File: src/rtl/tdc_coarse_if.sv
// Measurement handshake bundle between the TDC coarse counter and its
// neighbours: edge pulses from the trigger filters, the result bus towards
// the readout/fine-time merge, and status flags.
// master: upstream/downstream environment. slave: the coarse counter.
interface tdc_coarse_if #(
  parameter int CNT_W = 16
);
  logic             start_pulse;
  logic             stop_pulse;
  logic             meas_ready;
  logic [CNT_W-1:0] meas_data;
  logic             meas_valid;
  logic             overflow;
  logic             timeout;
  logic             busy;
  logic             miss;

  modport master (
    output start_pulse, stop_pulse, meas_ready,
    input  meas_data, meas_valid, overflow, timeout, busy, miss
  );

  modport slave (
    input  start_pulse, stop_pulse, meas_ready,
    output meas_data, meas_valid, overflow, timeout, busy, miss
  );
endinterface

File: src/rtl/tdc_coarse_counter.sv
// Coarse-time stage of the TDC: counts clk cycles between a start and a stop
// pulse and holds the result on a valid/ready interface until accepted.
// One measurement is in flight at a time. A start arriving in the handshake
// cycle launches the next measurement immediately, so the interface keeps
// up with one measurement every two cycles.
// Optional feature: define COARSE_TIMEOUT_EN to abort a measurement after
// TIMEOUT cycles without a stop (result TIMEOUT, timeout flag set).
// All outputs come straight from flops.
module tdc_coarse_counter #(
  parameter int CNT_W   = 16,
  parameter int TIMEOUT = 1000
) (
  input  logic         clk,
  input  logic         rst,
  tdc_coarse_if.slave  bus
);

  typedef enum logic [1:0] {
    IDLE = 2'd0,
    RUN  = 2'd1,
    HOLD = 2'd2
  } state_t;

  localparam logic [CNT_W-1:0] CNT_MAX = {CNT_W{1'b1}};
  localparam logic [CNT_W-1:0] CNT_ONE = {{(CNT_W-1){1'b0}}, 1'b1};
  localparam logic [CNT_W-1:0] TO_LAST = CNT_W'(TIMEOUT - 1);
  localparam logic [CNT_W-1:0] TO_VAL  = CNT_W'(TIMEOUT);

`ifdef COARSE_TIMEOUT_EN
  localparam logic TIMEOUT_ON = 1'b1;
`else
  localparam logic TIMEOUT_ON = 1'b0;
`endif

  state_t           state_r;
  logic [CNT_W-1:0] cnt_r;
  logic [CNT_W-1:0] data_r;
  logic             valid_r;
  logic             ovf_r;
  logic             to_r;
  logic             busy_r;
  logic             miss_r;
  logic             hshk_s;

  // Saturating increment: the counter clamps at all-ones and never wraps.
  function automatic logic [CNT_W-1:0] sat_inc(input logic [CNT_W-1:0] v);
    if (v == CNT_MAX) begin
      return CNT_MAX;
    end else begin
      return v + CNT_ONE;
    end
  endfunction

  assign hshk_s = valid_r & bus.meas_ready;

  // Measurement FSM with all outputs registered alongside the state.
  always_ff @(posedge clk) begin
    if (rst) begin
      state_r <= IDLE;
      cnt_r   <= '0;
      data_r  <= '0;
      valid_r <= 1'b0;
      ovf_r   <= 1'b0;
      to_r    <= 1'b0;
      busy_r  <= 1'b0;
      miss_r  <= 1'b0;
    end else begin
      miss_r <= 1'b0;
      case (state_r)
        IDLE: begin
          // Start wins over a coincident stop; a lone stop is ignored.
          if (bus.start_pulse) begin
            cnt_r   <= '0;
            busy_r  <= 1'b1;
            state_r <= RUN;
          end else begin
            state_r <= IDLE;
          end
        end
        RUN: begin
          // A stop has priority over the timeout check in the same cycle.
          if (bus.stop_pulse) begin
            data_r  <= sat_inc(cnt_r);
            ovf_r   <= (cnt_r == CNT_MAX);
            to_r    <= 1'b0;
            valid_r <= 1'b1;
            busy_r  <= 1'b0;
            state_r <= HOLD;
          end else if (TIMEOUT_ON && (cnt_r == TO_LAST)) begin
            data_r  <= TO_VAL;
            ovf_r   <= 1'b0;
            to_r    <= 1'b1;
            valid_r <= 1'b1;
            busy_r  <= 1'b0;
            state_r <= HOLD;
          end else begin
            cnt_r   <= sat_inc(cnt_r);
          end
        end
        HOLD: begin
          // Result frozen until accepted; a start during the stall is lost.
          if (hshk_s) begin
            valid_r <= 1'b0;
            if (bus.start_pulse) begin
              cnt_r   <= '0;
              busy_r  <= 1'b1;
              state_r <= RUN;
            end else begin
              state_r <= IDLE;
            end
          end else if (bus.start_pulse) begin
            miss_r <= 1'b1;
          end else begin
            state_r <= HOLD;
          end
        end
        default: begin
          state_r <= IDLE;
          valid_r <= 1'b0;
          busy_r  <= 1'b0;
        end
      endcase
    end
  end

  assign bus.meas_data  = data_r;
  assign bus.meas_valid = valid_r;
  assign bus.overflow   = ovf_r;
  assign bus.timeout    = to_r;
  assign bus.busy       = busy_r;
  assign bus.miss       = miss_r;

endmodule

File: src/flat_wrapper.sv
// flat-port wrapper written by rule: the top's interface ports become plain ports
module tdc_coarse_counter_flat 
#(
  parameter int CNT_W   = 16,
  parameter int TIMEOUT = 1000
)
  (clk, rst, bus_start_pulse, bus_stop_pulse, bus_meas_ready, bus_meas_data, bus_meas_valid, bus_overflow, bus_timeout, bus_busy, bus_miss);
  tdc_coarse_if #(.CNT_W(CNT_W)) bus_i ();
  input  logic clk;
  input  logic rst;
  input wire logic [$bits(bus_i.start_pulse)-1:0] bus_start_pulse;
  input wire logic [$bits(bus_i.stop_pulse)-1:0] bus_stop_pulse;
  input wire logic [$bits(bus_i.meas_ready)-1:0] bus_meas_ready;
  output wire logic [$bits(bus_i.meas_data)-1:0] bus_meas_data;
  output wire logic [$bits(bus_i.meas_valid)-1:0] bus_meas_valid;
  output wire logic [$bits(bus_i.overflow)-1:0] bus_overflow;
  output wire logic [$bits(bus_i.timeout)-1:0] bus_timeout;
  output wire logic [$bits(bus_i.busy)-1:0] bus_busy;
  output wire logic [$bits(bus_i.miss)-1:0] bus_miss;
  assign bus_i.start_pulse = bus_start_pulse;
  assign bus_i.stop_pulse = bus_stop_pulse;
  assign bus_i.meas_ready = bus_meas_ready;
  assign bus_meas_data = bus_i.meas_data;
  assign bus_meas_valid = bus_i.meas_valid;
  assign bus_overflow = bus_i.overflow;
  assign bus_timeout = bus_i.timeout;
  assign bus_busy = bus_i.busy;
  assign bus_miss = bus_i.miss;
  tdc_coarse_counter #(.CNT_W(CNT_W), .TIMEOUT(TIMEOUT)) u_core (.clk(clk), .rst(rst), .bus(bus_i));
endmodule
File: config.mk
export PLATFORM = sky130hd
export DESIGN_NAME = tdc_coarse_counter_flat
export DESIGN_NICKNAME = d
export VERILOG_FILES = /design/src/rtl/tdc_coarse_if.sv /design/src/rtl/tdc_coarse_counter.sv /design/src/flat_wrapper.sv
export SDC_FILE = /design/constraint.sdc
export NUM_CORES = 1
export LEC_CHECK = 0
export CAP_MARGIN = 10
export CORE_AREA = 2 2 55 108
export CTS_CLUSTER_SIZE = 40
export DETAILED_ROUTE_END_ITERATION = 10
export DIE_AREA = 0 0 57 110
export GPL_TIMING_DRIVEN = 0
export PLACE_DENSITY = 0.62
export SKIP_CTS_REPAIR_TIMING = 1
export SYNTH_ARGS = -nofsm -noshare
export SYNTH_HDL_FRONTEND = slang
export SYNTH_SLANG_ARGS = --single-unit
File: constraint.sdc
create_clock -name clk -period 2.1 [get_ports clk]
set_input_delay 0.315 -clock clk [delete_from_list [all_inputs] [get_ports clk]]
set_output_delay 0.315 -clock clk [all_outputs]
set_load 0.01 [all_outputs]
Yosys cells after proc, flatten, opt, wreduce, memory -nomap -nowiden
Index checks and enable logic that the tools add are counted.

Input bits: 5. Register bits after elaboration: 38. Word-level logic and storage cells: 44.

Equality and inequality tests: 7. Muxes and demuxes: 18. Bitwise gates (word level): 3. Reductions and logical operators: 8. $add $sub $neg: 1.

Operators with widths (number): two-way mux 16 bit (4); case mux 16 bit (3 select lines) (1); adder 16 x 1 -> 16 bit, second input constant (1); == test 16 bit, second input constant (1); two-way mux 1 bit (7); two-way mux 2 bit (3); case mux 1 bit (3 select lines) (2); case mux 2 bit (3 select lines) (1); AND reduction 2 bit (3); AND reduction 3 bit (2); != test 2 bit, second input constant (2); != test 3 x 2 -> 1 bit, second input constant (1); nonzero test 3 bit (1); OR reduction 3 bit (1); == test 2 x 1 -> 1 bit, second input constant (1); == test 2 bit, second input constant (1); zero test 2 bit (1); != test 2 x 1 -> 1 bit, second input constant (1); inverter 1 bit (2); AND 1 bit (1).

Longest topological paths before layout
Gate-level depths: netlist (run 1).

Depth after elaboration: 4. Depth in mapped cells: 7.

Worst setup path after synthesis (run 1)
Ideal clock, no wire load.

Path kind: reg2reg. From: register u_core.cnt_r[0]. To: register u_core.data_r[10], in the netlist u_core.bus.meas_data[10]. Arrival time: 1.596 ns. Period minus slack after synthesis: 1.730 ns. Setup slack: 0.370 ns. Required time: 1.966 ns. Stages on the path, launching flop included: 7. Library setup time: 0.134 ns. Buffers on the path: 0. Cell sequence: dfxtp_1 -> ha_1 -> nand3_1 -> nor4_1 -> nand3_1 -> o211ai_1 -> a21oi_1.

Longest elaborated chain between the ends: 2. Elaborated cells between the ends (all ways): 3. Classes of those cells: add/sub: 1; eq/ne: 1; mux: 1.

RTL lines: start: declaration (RTL line tdc_coarse_counter.sv:36) `logic [CNT_W-1:0] cnt_r;`; start signal: assignment (RTL line tdc_coarse_counter.sv:97) `cnt_r <= sat_inc(cnt_r);`; adder 16 x 1 -> 16 bit or == test 16 bit (tied branches) (RTL line tdc_coarse_counter.sv:50, tdc_coarse_counter.sv:47); two-way mux 16 bit (*) (RTL line tdc_coarse_counter.sv:47) `if (v == CNT_MAX) begin`; end signal: assignment (RTL line tdc_coarse_counter.sv:83) `data_r <= sat_inc(cnt_r);`; end: declaration (RTL line tdc_coarse_counter.sv:37) `logic [CNT_W-1:0] data_r;`.

Mark *: on every way between the ends. The rest lies on a longest branch, timed or not. A chain may end at the register's enable or synchronous reset.

Worst setup path after layout (run 1)
From: input bus_stop_pulse. To: register u_core.cnt_r[13].

Longest elaborated chain between the ends: 2.

RTL lines: start: declaration (RTL line flat_wrapper.sv:12) `input wire logic [$bits(bus_i.stop_pulse)-1:0] bus_stop_pulse;`; != test 2 bit (no source line); AND reduction 3 bit (no source line).

No other way between the ends.

==> impl_metrics.yaml, run 1 <==
critical_path:
  cp_top_family: "buffers and inverters"
  worstSetupPathType: "input port to flop"
  path_cells: "clkdlybuf4s50_1 > nand2b_1 > a21oi_1 > a311oi_2 > clkbuf_2 > o21ai_0 > o21ai_0"
  slowest_stage: "a311oi_2"
  required_ps: 2310
  crit_buf_inv: 2
  worstSetupStartpointType: "input port"
  slowest_delay_ps: 570
  cp_common_cell: "o21ai_0"
  cp_max_fo: 10
  end_kind: "flop"
  arrival_ps: 2210
final_layout:
  fill_cells: 599
  synthToLayoutAreaGrowth_pct: 24.0
  final_nets: 278
  drive_above_1_share: 0.103
  antenna_cells: 0
floorplanning:
  num_rows: 38
  core-area_um2: 5420
  pin_count: 26
  die_h_um: 110
  start_util: 0.337
  die_x_um: 57
  dieArea_um2: 6270
clocking:
  insertion_delay_ps: 290
  clock_path_buffers: 2
  path_clk_slew_ps: 70
  tritoncts: "built"
  htreeDepth: 2
  root_buffer: "clkbuf_8"
  numCtsBuffers: 5
  cts_sinks: 38
yosys:
  yosysSeqAreaShare: 0.416
  yosys_most_used_dff: "dfxtp_1"
  synth_cell_types: 37
  avgSynthCellArea_um2: 7.61
  syn-num-nets: 246
  synth_edf_count: 0
  ys_async_sr_fraction: 0
  yosys_warnings: 0
  syn_area_um2: 1830
  ys_ff_latch: 38
  syn-instance-count: 240
route:
  drtIter0Drc: 36
  drcViolationCount: 0
  wl_mm: 4.67
  vias_per_cell: 5.15
  num_vias: 1709
  antenna_left: 0
  wl_per_cell_um: 14.1
  drt_pre_antenna_iters: 4
grt:
  antenna_found_initial: 0
  grt_pass1_wl_mm: 7.62
  grt_max_degree: 11
  gr-total-overflow: 0
  track_usage: 0.158
  grt_pass1_vias: 1588
place:
  place.gp.congestion: 0.824
  dp_hpwl_mm: 3.43
  portBuffers: 23
sta:
  relSlewSlack: 0.595
  rsz0062_at_grt: "no"
  setup_viol: 0
  period_share: 0.950
  tns_ps: 0
  finalMaxSlewViolations: 0
  period_minus_slack_ps: 1990
  hold_viol_final: 0
  fmax_ghz: 0.501
  fin_skew_ps: 7.91
  tightest_slew_ps: 607
power:
  pwr_density_cell_nw_per_um2: 623
  fin_total_pwr_mw: 1.41
  ir_drop_v: 0.000690
  p_leak_nw: 0.799
outcome:
  status: "finished, final reports clean"
run:
  cap_violations: 0
min_path:
  min_path_type: "input port to flop"
layout by cell type, fill, tap and decap left out, types with 2 or more instances in the layout:
| cell | count |
|---|---|
| nand2b_1 | 4 |
| clkbuf_1 | 8 |
| inv_1 | 10 |
| nor2_1 | 40 |
| o211ai_1 | 3 |
| buf_4 | 5 |
| a21oi_1 | 19 |
| clkbuf_8 | 5 |
| nor4_4 | 2 |
| nand3_1 | 9 |
| a211oi_2 | 2 |
| o21ai_0 | 26 |
| clkdlybuf4s50_1 | 23 |
| nor4_2 | 3 |
| nand4_1 | 2 |
| and2_1 | 2 |
| a31oi_1 | 2 |
| nor4b_1 | 4 |
| xnor2_1 | 4 |
| or2_2 | 2 |
| nand2_1 | 18 |
| and3_1 | 3 |
| clkbuf_2 | 4 |
| nor3_1 | 18 |
| or3_1 | 2 |
| dfxtp_1 | 38 |
routing by layer:
layer	routed length, um	vias to the layer above	global-route usage
li1	-	894	-
met1	1820	772	0.160
met2	2590	36	0.310
met3	169	7	0.0280
met4	89	0	0.0631
met5	0	-	0
per-stage QoR:
stage                     cell area (um2)  hold WS (ps)  instances  worst slack, ps  utilization
after floorplan                      1830           466        240              370            -
after global placement               2130           447        323             -310        0.393
after detailed placement             2130           447        323             -350        0.393
after CTS                            2210           249        330            -76.1        0.407
after global routing                 2260           256        332             3.35        0.418
final                                2260           258        332              105        0.418
area by class of cell:
type                       instances  area [um2]  share of cell area
clock buffer                       7        76.3              0.0337
buffer                            14        76.3              0.0337
multi-input combinational        178         993               0.439
tap                               60        75.1              0.0331
sequential                        38         761               0.336
timing repair buffer              25         245               0.108
inverter                          10        37.5              0.0166
path summary, 6_finish.rpt:
| check | endpoint | slack (ps) | cells past startpoint | startpoint |
|---|---|---|---|---|
| max | u_core.cnt_r[13]$_SDFFE_PP0P_ | 110 | 7 | bus_stop_pulse |
| min | u_core.bus.miss$_SDFF_PP0_ | 260 | 2 | rst |
| max reg2reg | u_core.bus.meas_data[15]$_SDFFE_PP0P_ | 140 | 6 | u_core.cnt_r[0]$_SDFFE_PP0P_ |
| min reg2reg | u_core.bus.meas_data[14]$_SDFFE_PP0P_ | 460 | 2 | u_core.bus.meas_data[14]$_SDFFE_PP0P_ |
cells in the mapped netlist, drive strengths merged (3+ instances only):
| cell type | number | area (um2) |
|---|---|---|
| o211ai | 3 | 22.5 |
| a21oi | 19 | 95.1 |
| nand2 | 18 | 67.6 |
| nor4b | 4 | 35.0 |
| or2 | 3 | 18.8 |
| a211oi | 3 | 32.5 |
| nor4 | 5 | 52.6 |
| nand2b | 4 | 25.0 |
| nor2 | 41 | 154 |
| dfxtp | 38 | 761 |
| nand3 | 10 | 50.1 |
| clkbuf | 10 | 38.8 |
| and3 | 3 | 18.8 |
| xnor2 | 4 | 35.0 |
| nor3 | 18 | 90.1 |
| o21ai | 26 | 130 |
| inv | 10 | 37.5 |
| buf | 4 | 33.8 |
kinds of logic after synthesis:
kind of cell    share of synthesized area
other cells                       0.00205
fa+ha+maj                         0.00685
flops                               0.416
xor+xnor                           0.0240
simple gates                        0.304
buf+inv                            0.0603
compound gates                      0.186
power breakdown:
part           switching (mW)  internal, mW  total [mW]  leakage (nW)
clock network           0.241         0.229       0.470        0.0383
logic                  0.0953        0.0804       0.176         0.453
registers              0.0195         0.745       0.765         0.308
state kept, by name, indices dropped and copies added (netlist names):
register and cells:
u_core.cnt_r 16, u_core.bus.overflow 1, u_core.bus.busy 1, u_core.bus.miss 1
u_core.state_r 2, u_core.bus.meas_data 16, u_core.bus.meas_valid 1
worst reg2reg max path: stages (launching register included):
cell	delay [ps]
dfxtp_1	430
ha_2	270
nand3_2	220
nor4_4	460
buf_6	210
a41oi_1	70
a211oi_2	220
(Power assumes the default switching activity.)
==> inputs of run 2 (changes only) <==
--- a/config.mk
+++ b/config.mk
@@ -6,12 +6,11 @@
 export NUM_CORES = 1
 export LEC_CHECK = 0
 export CAP_MARGIN = 10
-export CORE_AREA = 2 2 55 108
+export CORE_AREA = 2 2 87 68
 export CTS_CLUSTER_SIZE = 40
 export DETAILED_ROUTE_END_ITERATION = 10
-export DIE_AREA = 0 0 57 110
+export DIE_AREA = 0 0 89 70
 export GPL_TIMING_DRIVEN = 0
-export PLACE_DENSITY = 0.62
 export SKIP_CTS_REPAIR_TIMING = 1
 export SYNTH_ARGS = -nofsm -noshare
 export SYNTH_HDL_FRONTEND = slang
==> run 2 against run 1 <==
Flip-flop and latch count is the same. Worst hold slack improved by 17 ps. Register-to-register slack worse by 20 ps. Largest power group unchanged.
==> impl_metrics.yaml, run 2 (synthesis results as in run 1) <==
outcome:
  status: "finished, final reports clean"
final_layout:
  finalNonFillerCells: 350
  fin_util: 0.417
  layout_common_cells: "40 x nor2_1, 38 x dfxtp_1, 26 x o21ai_0, 23 x clkdlybuf4s50_1, 19 x a21oi_1"
  final_nets: 278
  design_area_um2: 2300
  drive_above_1_share: 0.0956
  layout_commonest_cell: "nor2_1"
  synthToLayoutAreaGrowth_pct: 26.0
  antenna_cells: 0
place:
  dp_cells: 341
  portBuffers: 23
  place_ws_ps: -361
  postPlaceCellArea_um2: 2150
  place.gp.congestion: 0.852
  dp_hpwl_mm: 3.25
clocking:
  numCtsBuffers: 5
  clock_path_buffers: 2
  htreeDepth: 2
  insertion_delay_ps: 280
  cts_sinks: 38
  path_clk_slew_ps: 70
  tritoncts: "built"
  root_buffer: "clkbuf_8"
critical_path:
  slowest_stage: "nor4_4"
  worstSetupStartpointType: "flop"
  required_ps: 2310
  end_kind: "flop"
  reg2regPathDepth: 6
  reg2reg_to: "u_core.bus.meas_data[13]$_SDFFE_PP0P_"
  path_cells: "ha_1 > nand3_4 > nor4_4 > buf_6 > a21oi_1 > a211oi_2"
  r2r_slack_ps: 120
  arrival_ps: 2190
  slowest_delay_ps: 470
  rr_startpoint: "u_core.cnt_r[0]$_SDFFE_PP0P_"
  worstSetupPathType: "flop to flop"
  cp_max_fo: 10
power:
  pwr_density_cell_nw_per_um2: 615
  fin_total_pwr_mw: 1.42
  p_leak_nw: 0.801
  ir_drop_v: 0.000288
min_path:
  min_path_type: "input port to flop"
  hp-start: "rst"
  min_to: "u_core.bus.miss$_SDFF_PP0_"
  worstHoldPathCells: 2
floorplanning:
  num_rows: 24
  dieArea_um2: 6230
  die_x_um: 89
  pin_count: 26
  start_util: 0.331
  core-area_um2: 5530
  die_h_um: 70
route:
  vias_per_cell: 5.09
  antenna_left: 0
  wl_per_cell_um: 13.9
  drcViolationCount: 0
  wl_mm: 4.88
  drtIter0Drc: 93
  drt_pre_antenna_iters: 4
  num_vias: 1782
sta:
  tightest_slew_ps: 592
  setup_viol: 0
  rsz0062_at_grt: "no"
  period_minus_slack_ps: 1980
  fin_skew_ps: 4.46
  fin_ws_ps: 117
  period_share: 0.944
  hold_viol_final: 0
  fmax_ghz: 0.504
  relSlewSlack: 0.605
  finalMaxSlewViolations: 0
run:
  cap_violations: 0
grt:
  gr-total-overflow: 0
  grt_pass1_vias: 1570
  grt_pass1_wl_mm: 7.68
  antenna_found_initial: 0
  grt_max_degree: 11
  track_usage: 0.161
[run 2: changes by cell type in the layout (fill, tap and decap cells not counted)]
cell | before | now
a311oi_2 | 1 | 0
a311oi_4 | 0 | 1
clkbuf_1 | 8 | 9
clkbuf_2 | 4 | 3
ha_1 | 0 | 1
ha_2 | 1 | 0
nand3_2 | 1 | 0
nand3_4 | 0 | 1
[run 2: metrics by stage]
step / setup TNS (ps) / hold WS [ps]
after floorplan: 0 / 466
after global placement: -6220 / 442
after detailed placement: -6350 / 448
after CTS: -428 / 255
after global routing: 0 / 282
final: 0 / 275
[run 2: report_power, final]
| group | internal [mW] | total (mW) | switching, mW |
|---|---|---|---|
| clock | 0.229 | 0.467 | 0.238 |
| sequential | 0.745 | 0.765 | 0.0200 |
| combinational | 0.0819 | 0.183 | 0.101 |
| total | 1.06 | 1.42 | 0.359 |
[run 2: metal layers]
| layer | share of wire | vias up | wire, um | global-route usage |
|---|---|---|---|---|
| met3 | 0.067 | 4 | 326 | 0.0414 |
| met1 | 0.49 | 830 | 2380 | 0.236 |
| met4 | 0.0098 | 0 | 48 | 0.0630 |
| li1 | - | 892 | - | - |
| met2 | 0.43 | 56 | 2120 | 0.223 |
| met5 | 0 | - | 0 | 0 |
[run 2: how the worst max path moves through the flow]
stage | from | end | cells past startpoint
6_report | u_core.cnt_r[0]$_SDFFE_PP0P_ | u_core.bus.meas_data[13]$_SDFFE_PP0P_ | 6
5_1_grt | u_core.state_r[1]$_SDFFE_PP0P_ | u_core.cnt_r[4]$_SDFFE_PP0P_ | 7
4_1_cts | bus_stop_pulse | u_core.cnt_r[11]$_SDFFE_PP0P_ | 7
3_5_place_dp | bus_stop_pulse | u_core.cnt_r[11]$_SDFFE_PP0P_ | 7
3_3_place_gp | bus_stop_pulse | u_core.cnt_r[11]$_SDFFE_PP0P_ | 7
2_1_floorplan | u_core.cnt_r[0]$_SDFFE_PP0P_ | u_core.bus.meas_data[10]$_SDFFE_PP0P_ | 6
[run 2: area by class of cell]
class / count / area (um2)
fill: 579 / 3220
multi-input combinational: 178 / 1010
timing repair buffer: 25 / 245
sequential: 38 / 761
tap: 78 / 97.6
inverter: 10 / 37.5
clock buffer: 7 / 76.3
buffer: 14 / 75.1
[run 2: critical path: cells and delay by family, from the launching register on]
family | cells | cell delay, ps
AO/OA/AOI/OAI | 2 | 280
adder cells (fa/ha/maj) | 1 | 320
buffers and inverters | 1 | 230
flip-flops | 1 | 420
AND/OR/NAND/NOR | 2 | 660
==> inputs of run 3 (changes only) <==
==> constraint.sdc (replaced) <==
create_clock -name clk -period 2.2 [get_ports clk]
set_input_delay 0.33 -clock clk [delete_from_list [all_inputs] [get_ports clk]]
set_output_delay 0.33 -clock clk [all_outputs]
set_load 0.01 [all_outputs]
==> run 3 against run 2 <==
Sequential power down 4.4%. Critical path depth grew 1. Die area stayed put. Largest cell class unchanged. First-iteration DRC count decreased by 9.7%. Clock skew grew 0.51 ps. Critical path type is now input port to flop. Sequential share of layout area is 0.44 points higher. Design area decreased by 1.3%. Total power shrank 4.7%. Core utilization shrank 0.54 points.
==> impl_metrics.yaml, run 3 (synthesis results as in run 1) <==
final_layout:
  synthToLayoutAreaGrowth_pct: 24.4
  fill_cells: 583
  layout_commonest_cell: "nor2_1"
  layout_common_cells: "40 x nor2_1, 38 x dfxtp_1, 26 x o21ai_0, 23 x clkdlybuf4s50_1, 19 x a21oi_1"
  ff_latch_area_um2: 761
  final_nets: 278
  finalNonFillerCells: 350
  antenna_cells: 0
  drive_above_1_share: 0.0846
  multi_input_area_um2: 981
critical_path:
  rr_startpoint: "u_core.cnt_r[0]$_SDFFE_PP0P_"
  end_kind: "flop"
  reg2regPathDepth: 6
  reg2reg_to: "u_core.bus.meas_data[13]$_SDFFE_PP0P_"
  r2r_slack_ps: 190
  worstSetupPathType: "input port to flop"
  arrival_ps: 2200
  cp_max_fo: 10
  cp-endpoint: "u_core.bus.meas_data[9]$_SDFFE_PP0P_"
  required_ps: 2340
  worstSetupStartpointType: "input port"
  crit_path_start: "bus_stop_pulse"
power:
  power_frac_seq: 0.541
  ir_drop_v: 0.000274
  switching_share: 0.253
  intPower_mw: 1.01
  p_leak_nw: 0.782
  power_switching_uw: 342
  pwr_density_cell_nw_per_um2: 594
  p_comb_frac: 0.130
  p_clk_frac: 0.329
sta:
  period_minus_slack_ps: 2060
  rsz0062_at_grt: "no"
  relSlewSlack: 0.600
  tightest_slew_ps: 600
  setup_viol: 0
  fin_ws_ps: 140
  fin_hold_ws_ps: 291
  finalMaxSlewViolations: 0
  hold_viol_final: 0
  fin_skew_ps: 4.97
  fmax_ghz: 0.485
  period_share: 0.936
clocking:
  htreeDepth: 2
  path_clk_slew_ps: 70
  numCtsBuffers: 5
  tritoncts: "built"
  cts_sinks: 38
  clock_path_buffers: 2
  root_buffer: "clkbuf_8"
  insertion_delay_ps: 280
floorplanning:
  dieArea_um2: 6230
  core-area_um2: 5530
  die_x_um: 89
  start_util: 0.331
  die_h_um: 70
  pin_count: 26
  num_rows: 24
grt:
  antenna_found_initial: 0
  track_usage: 0.161
  gr-total-overflow: 0
  grt_pass1_wl_mm: 7.68
  grt_max_degree: 11
  grt_pass1_vias: 1570
route:
  antenna_left: 0
  wl_per_cell_um: 13.7
  drt_pre_antenna_iters: 4
  vias_per_cell: 5.05
  drcViolationCount: 0
  num_vias: 1767
  wl_mm: 4.78
  drtIter0Drc: 84
place:
  portBuffers: 23
  place.gp.congestion: 0.852
  dp_hpwl_mm: 3.25
  place_ws_ps: -276
  dp_cells: 341
min_path:
  min_path_type: "input port to flop"
outcome:
  status: "finished, final reports clean"
run:
  cap_violations: 0
[run 3: cell count changes in the layout (fill, tap and decap cells not counted)]
cell and delta:
nand3_2 +1, nand3_4 -1, nor4_4 -1, nor4_2 -1
clkbuf_1 +1, nor4_1 +2, clkbuf_2 -1
[run 3: how the worst min path moves through the flow]
stage,start,depth (start not counted),end,slack (ps)
after floorplan,u_core.cnt_r[6]$_SDFFE_PP0P_,2,u_core.cnt_r[6]$_SDFFE_PP0P_,470
after global placement,u_core.bus.meas_data[14]$_SDFFE_PP0P_,2,u_core.bus.meas_data[14]$_SDFFE_PP0P_,440
after detailed placement,u_core.bus.meas_data[14]$_SDFFE_PP0P_,2,u_core.bus.meas_data[14]$_SDFFE_PP0P_,450
after CTS,rst,2,u_core.bus.miss$_SDFF_PP0_,270
after global routing,rst,2,u_core.bus.miss$_SDFF_PP0_,300
final,rst,2,u_core.bus.miss$_SDFF_PP0_,290
[run 3: final cells by class]
| type | instances | area share |
|---|---|---|
| repair buffers | 25 | 0.108 |
| well taps | 78 | 0.0430 |
| plain buffers | 14 | 0.0325 |
| multi-input cells | 178 | 0.432 |
| flip-flops and latches | 38 | 0.335 |
| inverters | 10 | 0.0165 |
| clock buffers | 7 | 0.0336 |
[run 3: stage by stage]
| step | total power, mW | TNS (ps) | utilization | cell area [um2] |
|---|---|---|---|---|
| after floorplan | 0.839 | 0 | - | 1830 |
| after global placement | 0.914 | -4050 | 0.390 | 2150 |
| after detailed placement | 0.915 | -4320 | 0.390 | 2150 |
| after CTS | 1.36 | 0 | 0.404 | 2230 |
| after global routing | 1.42 | 0 | 0.411 | 2270 |
| final | 1.35 | 0 | 0.411 | 2270 |
[run 3: metal layers]
| layer | vias up | routed length, um | global-route usage | share of wire |
|---|---|---|---|---|
| li1 | 891 | - | - | - |
| met1 | 831 | 2350 | 0.236 | 0.49 |
| met3 | 5 | 299 | 0.0414 | 0.063 |
| met5 | - | 0 | 0 | 0 |
| met4 | 0 | 52 | 0.0630 | 0.011 |
| met2 | 40 | 2080 | 0.223 | 0.43 |
[run 3: power by group through the flow]
stage          Combinational (mW)  Clock, mW  Sequential (mW)
4_1_cts                     0.170      0.459            0.730
5_1_grt                     0.194      0.492            0.733
3_3_place_gp                0.169          0            0.745
2_1_floorplan              0.0868          0            0.752
3_5_place_dp                0.170          0            0.745
6_report                    0.175      0.444            0.731
[run 3: worst max-delay path, cell delays in order]
cell	delay (ps)
clkdlybuf4s50_1	570
inv_1	90
or2_2	290
clkbuf_1	230
clkbuf_1	340
nor3_1	260
nor3_1	80
